## config.mk

```make
export PLATFORM = sky130hd
export DESIGN_NAME = sys_cntr_tx_flat
export DESIGN_NICKNAME = d
export VERILOG_FILES = /design/src/rtl/sys_cntr_pkg.sv /design/src/rtl/sys_cntr_tx_if.sv /design/src/rtl/sys_cntr_tx_pend.sv /design/src/rtl/sys_cntr_tx.sv /design/src/flat_wrapper.sv
export SDC_FILE = /design/constraint.sdc
export NUM_CORES = 1
export LEC_CHECK = 0
export ABC_AREA = 1
export CORE_ASPECT_RATIO = 1.1
export CORE_MARGIN = 3
export CORE_UTILIZATION = 47
export DETAILED_ROUTE_END_ITERATION = 8
export GPL_TIMING_DRIVEN = 0
export PLACE_DENSITY_LB_ADDON = 0.05
export SYNTH_ARGS = -nofsm -noshare
export SYNTH_HDL_FRONTEND = slang
export SYNTH_SLANG_ARGS = --single-unit
```

## constraint.sdc

```tcl
create_clock -name CLK -period 1.95 [get_ports CLK]
set_input_delay 0.2925 -clock CLK [delete_from_list [all_inputs] [get_ports CLK]]
set_output_delay 0.2925 -clock CLK [all_outputs]
set_load 0.05 [all_outputs]
```

## src/rtl/sys_cntr_pkg.sv

```systemverilog
// rtl/sys_cntr_pkg.sv - shared system-controller states and frame-type constants
package sys_cntr_pkg;

    typedef enum logic [1:0] {
        IDLE    = 2'd0,
        SEND    = 2'd1,
        WAIT_HI = 2'd2,
        WAIT_LO = 2'd3
    } tx_state_e;

    // The frame type doubles as the index of the frame's last byte.
    localparam logic FRM_RD  = 1'b0;
    localparam logic FRM_ALU = 1'b1;

    function automatic logic more_bytes(input logic idx, input logic frm_type);
        return idx != frm_type;
    endfunction

endpackage

```

## src/rtl/sys_cntr_tx_if.sv

```systemverilog
// rtl/sys_cntr_tx_if.sv - source strobes, UART handshake and status of the transmit controller
interface sys_cntr_tx_if #(
    parameter int width = 8
);
    logic [width-1:0]   RdData;
    logic               RdData_Valid;
    logic [2*width-1:0] ALU_OUT;
    logic               OUT_Valid;
    logic               Busy;
    logic [width-1:0]   TX_P_Data;
    logic               TX_D_VLD;
    logic               Ctrl_Busy;
    logic               Drop;

    modport master (
        output RdData, RdData_Valid, ALU_OUT, OUT_Valid, Busy,
        input  TX_P_Data, TX_D_VLD, Ctrl_Busy, Drop
    );

    modport slave (
        input  RdData, RdData_Valid, ALU_OUT, OUT_Valid, Busy,
        output TX_P_Data, TX_D_VLD, Ctrl_Busy, Drop
    );
endinterface

```

## src/rtl/sys_cntr_tx_pend.sv

```systemverilog
// rtl/sys_cntr_tx_pend.sv - one-frame holding buffer for the transmit controller
module sys_cntr_tx_pend
    import sys_cntr_pkg::*;
#(
    parameter int width = 8
) (
    input  logic               CLK,
    input  logic               Reset,
    input  logic               push,
    input  logic [2*width-1:0] push_data,
    input  logic               push_len,
    input  logic               pop,
    output logic               pend_valid,
    output logic [2*width-1:0] pend_data,
    output logic               pend_len
);

    // The caller only pushes when the slot is empty or is being popped this cycle.
    always_ff @(posedge CLK) begin
        if (Reset) begin
            pend_valid <= 1'b0;
            pend_data  <= '0;
            pend_len   <= FRM_RD;
        end else if (push) begin
            pend_valid <= 1'b1;
            pend_data  <= push_data;
            pend_len   <= push_len;
        end else if (pop) begin
            pend_valid <= 1'b0;
        end
    end

endmodule

```

## src/rtl/sys_cntr_tx.sv

```systemverilog
// rtl/sys_cntr_tx.sv - frames register/ALU results into bytes for a UART; SYS_CNTR_TX_PEND_EN adds a pending frame
module sys_cntr_tx
    import sys_cntr_pkg::*;
#(
    parameter int width = 8
) (
    input  logic        CLK,
    input  logic        Reset,
    sys_cntr_tx_if.slave bus
);

    tx_state_e        state_q, state_d;
    logic [width-1:0] hi_q, hi_d;
    logic             len_q, len_d;
    logic             idx_q, idx_d;
    logic [width-1:0] tx_data_q, tx_data_d;
    logic             tx_vld_q, tx_vld_d;
    logic             drop_q, drop_d;
    logic             ctrl_busy_q;
    logic             ext_rd, ext_alu;

    // Strobes that cannot start a frame right now: anything outside IDLE,
    // and the ALU strobe when it collides with a register read in IDLE.
    assign ext_rd  = bus.RdData_Valid && (state_q != IDLE);
    assign ext_alu = bus.OUT_Valid && ((state_q != IDLE) || bus.RdData_Valid);

`ifdef SYS_CNTR_TX_PEND_EN
    logic               push, pop, can_push;
    logic [2*width-1:0] push_data, pend_data, rd_frame;
    logic               push_len, pend_valid, pend_len;

    assign rd_frame = {{width{1'b0}}, bus.RdData};

    sys_cntr_tx_pend #(.width(width)) u_pend (
        .CLK        (CLK),
        .Reset      (Reset),
        .push       (push),
        .push_data  (push_data),
        .push_len   (push_len),
        .pop        (pop),
        .pend_valid (pend_valid),
        .pend_data  (pend_data),
        .pend_len   (pend_len)
    );
`endif

    always_comb begin
        state_d   = state_q;
        hi_d      = hi_q;
        len_d     = len_q;
        idx_d     = idx_q;
        tx_data_d = tx_data_q;
        tx_vld_d  = tx_vld_q;
        drop_d    = 1'b0;
`ifdef SYS_CNTR_TX_PEND_EN
        pop       = 1'b0;
        push      = 1'b0;
        push_data = rd_frame;
        push_len  = FRM_RD;
        can_push  = 1'b0;
`endif

        case (state_q)
            IDLE: begin
                if (bus.RdData_Valid) begin
                    hi_d      = '0;
                    len_d     = FRM_RD;
                    idx_d     = 1'b0;
                    tx_data_d = bus.RdData;
                    tx_vld_d  = 1'b1;
                    state_d   = SEND;
                end else if (bus.OUT_Valid) begin
                    hi_d      = bus.ALU_OUT[2*width-1:width];
                    len_d     = FRM_ALU;
                    idx_d     = 1'b0;
                    tx_data_d = bus.ALU_OUT[width-1:0];
                    tx_vld_d  = 1'b1;
                    state_d   = SEND;
                end
            end
            SEND: begin
                if (!bus.Busy) begin
                    tx_vld_d = 1'b0;
                    state_d  = WAIT_HI;
                end
            end
            WAIT_HI: begin
                if (bus.Busy) begin
                    state_d = WAIT_LO;
                end
            end
            WAIT_LO: begin
                if (!bus.Busy) begin
                    if (more_bytes(idx_q, len_q)) begin
                        idx_d     = 1'b1;
                        tx_data_d = hi_q;
                        tx_vld_d  = 1'b1;
                        state_d   = SEND;
                    end
`ifdef SYS_CNTR_TX_PEND_EN
                    else if (pend_valid) begin
                        pop       = 1'b1;
                        hi_d      = pend_data[2*width-1:width];
                        len_d     = pend_len;
                        idx_d     = 1'b0;
                        tx_data_d = pend_data[width-1:0];
                        tx_vld_d  = 1'b1;
                        state_d   = SEND;
                    end
`endif
                    else begin
                        state_d = IDLE;
                    end
                end
            end
            default: begin
                tx_vld_d = 1'b0;
                state_d  = IDLE;
            end
        endcase

`ifdef SYS_CNTR_TX_PEND_EN
        // The slot frees up in the same cycle it hands its frame over.
        can_push = !pend_valid || pop;
        if (ext_rd) begin
            if (can_push) begin
                push = 1'b1;
            end else begin
                drop_d = 1'b1;
            end
        end
        if (ext_alu) begin
            if (ext_rd || !can_push) begin
                drop_d = 1'b1;
            end else begin
                push      = 1'b1;
                push_data = bus.ALU_OUT;
                push_len  = FRM_ALU;
            end
        end
`else
        drop_d = ext_rd || ext_alu;
`endif
    end

    always_ff @(posedge CLK) begin
        if (Reset) begin
            state_q     <= IDLE;
            hi_q        <= '0;
            len_q       <= FRM_RD;
            idx_q       <= 1'b0;
            tx_data_q   <= '0;
            tx_vld_q    <= 1'b0;
            drop_q      <= 1'b0;
            ctrl_busy_q <= 1'b0;
        end else begin
            state_q     <= state_d;
            hi_q        <= hi_d;
            len_q       <= len_d;
            idx_q       <= idx_d;
            tx_data_q   <= tx_data_d;
            tx_vld_q    <= tx_vld_d;
            drop_q      <= drop_d;
            ctrl_busy_q <= (state_d != IDLE);
        end
    end

    assign bus.TX_P_Data = tx_data_q;
    assign bus.TX_D_VLD  = tx_vld_q;
    assign bus.Ctrl_Busy = ctrl_busy_q;
    assign bus.Drop      = drop_q;

endmodule

```

## src/flat_wrapper.sv

```systemverilog
// flat-port wrapper written by rule: the top's interface ports become plain ports
module sys_cntr_tx_flat import sys_cntr_pkg::*;
#(
    parameter int width = 8
)
  (CLK, Reset, bus_RdData, bus_RdData_Valid, bus_ALU_OUT, bus_OUT_Valid, bus_Busy, bus_TX_P_Data, bus_TX_D_VLD, bus_Ctrl_Busy, bus_Drop);
  sys_cntr_tx_if #(.width(width)) bus_i ();
  input  logic CLK;
  input  logic Reset;
  input wire logic [$bits(bus_i.RdData)-1:0] bus_RdData;
  input wire logic [$bits(bus_i.RdData_Valid)-1:0] bus_RdData_Valid;
  input wire logic [$bits(bus_i.ALU_OUT)-1:0] bus_ALU_OUT;
  input wire logic [$bits(bus_i.OUT_Valid)-1:0] bus_OUT_Valid;
  input wire logic [$bits(bus_i.Busy)-1:0] bus_Busy;
  output wire logic [$bits(bus_i.TX_P_Data)-1:0] bus_TX_P_Data;
  output wire logic [$bits(bus_i.TX_D_VLD)-1:0] bus_TX_D_VLD;
  output wire logic [$bits(bus_i.Ctrl_Busy)-1:0] bus_Ctrl_Busy;
  output wire logic [$bits(bus_i.Drop)-1:0] bus_Drop;
  assign bus_i.RdData = bus_RdData;
  assign bus_i.RdData_Valid = bus_RdData_Valid;
  assign bus_i.ALU_OUT = bus_ALU_OUT;
  assign bus_i.OUT_Valid = bus_OUT_Valid;
  assign bus_i.Busy = bus_Busy;
  assign bus_TX_P_Data = bus_i.TX_P_Data;
  assign bus_TX_D_VLD = bus_i.TX_D_VLD;
  assign bus_Ctrl_Busy = bus_i.Ctrl_Busy;
  assign bus_Drop = bus_i.Drop;
  sys_cntr_tx #(.width(width)) u_core (.CLK(CLK), .Reset(Reset), .bus(bus_i));
endmodule
```

==> flow_metrics.py <==
metrics = {
    "cts": {
        "cts_buffers": 3,
        "clk_latency_ns": 0.31,
        "cts_tree": "built",
        "cts_resized": 0,
        "cts.sinks": 23,
        "postCtsHoldBufs": 0,
        "path_clk_slew_ns": 0.13,
        "cts_buffer_depth": 2,
        "htreeDepth": 1,
        "cts_setup_buffers": 0,
        "root_buffer": "clkbuf_4",
    },
    "worst_setup_path": {
        "cp_data_arrival_time_ns": 1.49,
        "startpoint_type": "flip-flop",
        "critPathMaxStageDelay_ns": 0.81,
        "cp-end-kind": "primary output",
        "crit_family": "buffers and inverters",
        "crit_type": "flip-flop to primary output",
        "path_cells": "clkdlybuf4s50_1",
        "cp_max_fo": 2,
        "worst-path-buf-inv": 1,
        "required_ns": 1.66,
        "cp_slowest_cell": "clkdlybuf4s50_1",
    },
    "floorplan": {
        "die-area_um2": 3050,
        "dieWidth_um": 52.9,
        "initial_core_util": 0.500,
        "rows": 18,
        "coreArea_um2": 2270,
        "io_pins": 40,
        "die_y_um": 57.6,
    },
    "global_route": {
        "grt_pass1_vias": 1001,
        "grt_pass1_wl_um": 4260,
        "antenna_found_initial": 0,
        "groute.usage.overall": 0.189,
        "grt_max_degree": 13,
        "global_route.overflow_total": 0,
    },
    "yosys": {
        "netlist.area_leader.share": 0.405,
        "syn_area_um2": 1140,
        "yosys_register_bits": 23,
        "syn_inst": 165,
        "yosysSeqAreaShare": 0.405,
        "synth.top_cells.by_area": "dfxtp_1, nand2_1, nor2_1, nor2_2, a21oi_1",
        "synth_nets": 194,
        "yosys_warnings": 0,
        "synthDistinctLibCells": 22,
        "avgSynthCellArea_um2": 6.89,
        "yosys.area.top_type": "dfxtp_1",
    },
    "routing": {
        "antenna_left": 0,
        "vias": 1104,
        "initialDrtViolationCount": 21,
        "routedWlPerCell_um": 10.9,
        "wirelength_um": 2590,
        "drc": 0,
        "viasPerCell": 4.64,
        "drt_pre_antenna_iters": 4,
    },
    "sta": {
        "fin_crit_sh": 0.913,
        "hold_violations": 0,
        "rsz0062_at_grt": "false",
        "fmax_mhz": 561,
        "final-setup-viol-count": 0,
        "clock_skew_ns": 0.00230,
        "slew_headroom": 0.669,
        "drv_slew": 0,
        "worst_slew_pin_slew_ns": 0.494,
        "min_period_ns": 1.78,
        "fin_tns_setup_ns": 0,
    },
    "worst_hold_path": {
        "hp-class": "flip-flop to flip-flop",
    },
    "run_status": {
        "status": "completed",
    },
    "power": {
        "powerDensity_nw_per_um2": 781,
        "ir_drop_v": 0.000658,
        "power_leakage_nw": 0.693,
    },
    "placement": {
        "hpwl_um": 2020,
        "dpl_cell_area_um2": 1570,
        "io_buffer_count": 39,
        "gp_congestion": 0.793,
    },
    "run": {
        "maxCapViolCount": 0,
    },
    "cells_and_area": {
        "fin_nets": 238,
        "fillers": 189,
        "drive_gt1_frac": 0.130,
        "final_cell_area_um2": 1590,
        "areaGrowthSynthToFinish_pct": 39.9,
        "antenna_cells": 0,
    },
}
==> area by class of cell <==
type | instances | area, µm² | area share
multi-input cells | 120 | 574 | 0.361
flip-flops and latches | 23 | 460 | 0.289
repair buffers | 39 | 390 | 0.245
inverters | 18 | 68.8 | 0.0432
well taps | 30 | 37.5 | 0.0236
plain buffers | 4 | 33.8 | 0.0212
clock buffers | 4 | 26.3 | 0.0165
==> registers in the layout (all words and copies together) (netlist names) <==
register,flops
u_core.bus.Drop,1
u_core.bus.TX_D_VLD,1
u_core.bus.Ctrl_Busy,1
u_core.bus.TX_P_Data,8
u_core.idx_q,1
u_core.state_q,2
u_core.hi_q,8
u_core.len_q,1
==> through the flow <==
stage / power, W / hold slack [ns] / setup WS, ns / std cells / utilization
finish: 0.00124 / 0.476 / 0.169 / 238 / 0.700
global route: 0.00132 / 0.500 / 0.104 / 238 / 0.700
CTS: 0.00125 / 0.476 / 0.161 / 238 / 0.700
detailed placement: 0.00103 / 0.456 / 0.175 / 234 / 0.688
global placement: 0.00103 / 0.455 / 0.182 / 234 / 0.688
floorplan: 0.000872 / 0.355 / 0.764 / 165 / -
==> kinds of logic (layout without fill, tap and decap cells) <==
| logic type | count (synthesis) | after routing | share of synthesized area |
|---|---|---|---|
| AO/OA/AOI/OAI | 22 | 22 | 0.114 |
| AND/OR/NAND/NOR | 97 | 97 | 0.383 |
| buffers and inverters | 22 | 65 | 0.0902 |
| XOR/XNOR | 1 | 1 | 0.00770 |
| flip-flops | 23 | 23 | 0.405 |
==> worst paths after layout <==
check                                    startpoint                       to  slack, ns  depth (start not counted)
worst min register to register       u_core.hi_q[1]           u_core.hi_q[1]       0.48                          2
worst max register to register    u_core.state_q[0]  u_core.bus.TX_P_Data[2]       0.62                          7
worst min-delay path                 u_core.hi_q[1]           u_core.hi_q[1]       0.48                          2
worst max-delay path            u_core.bus.TX_D_VLD             bus_TX_D_VLD       0.17                          1
==> cells in the mapped netlist <==
cell type  number
a211oi_1        1
a21oi_1        10
a21oi_2         2
a31oi_1         8
buf_12          1
buf_2           2
clkbuf_1        1
clkinv_1        1
clkinv_2        1
dfxtp_1        23
inv_1          13
inv_2           3
nand2_1        60
nand2_2         2
nand2_4         1
nand3_1         3
nand3_4         2
nand4_1         1
nor2_1         18
nor2_2         10
o21ai_0         1
xor2_1          1
==> placed cells by master, fill, tap and decap left out <==
cell,instances
nor2_2,10
clkbuf_1,2
a31oi_1,8
clkinv_2,1
clkdlybuf4s50_1,39
inv_1,13
nand2_4,1
nand2_1,60
o21ai_0,1
nand2_2,2
nand4_1,1
buf_12,1
a21oi_1,10
xor2_1,1
inv_2,3
a21oi_2,2
a211oi_1,1
dfxtp_1,23
nor2_1,18
clkbuf_4,3
nand3_1,3
buf_2,2
clkinv_1,1
nand3_4,2
==> routing by layer <==
layer | up-vias | routed length [µm] | part of all wire | global-route usage
li1 | 601 | - | - | -
met1 | 479 | 1210 | 0.47 | 0.248
met2 | 22 | 1240 | 0.48 | 0.301
met3 | 2 | 116 | 0.045 | 0.0339
met4 | 0 | 14 | 0.0054 | 0.0766
met5 | - | 0 | 0 | 0
==> where the power goes <==
group,internal [W],leakage (nW),switching [W]
clock network,0.0000798,0.0150,0.000142
registers,0.000519,0.190,0.0000287
logic,0.000191,0.488,0.000283
Power figures use the tool's default switching activity.
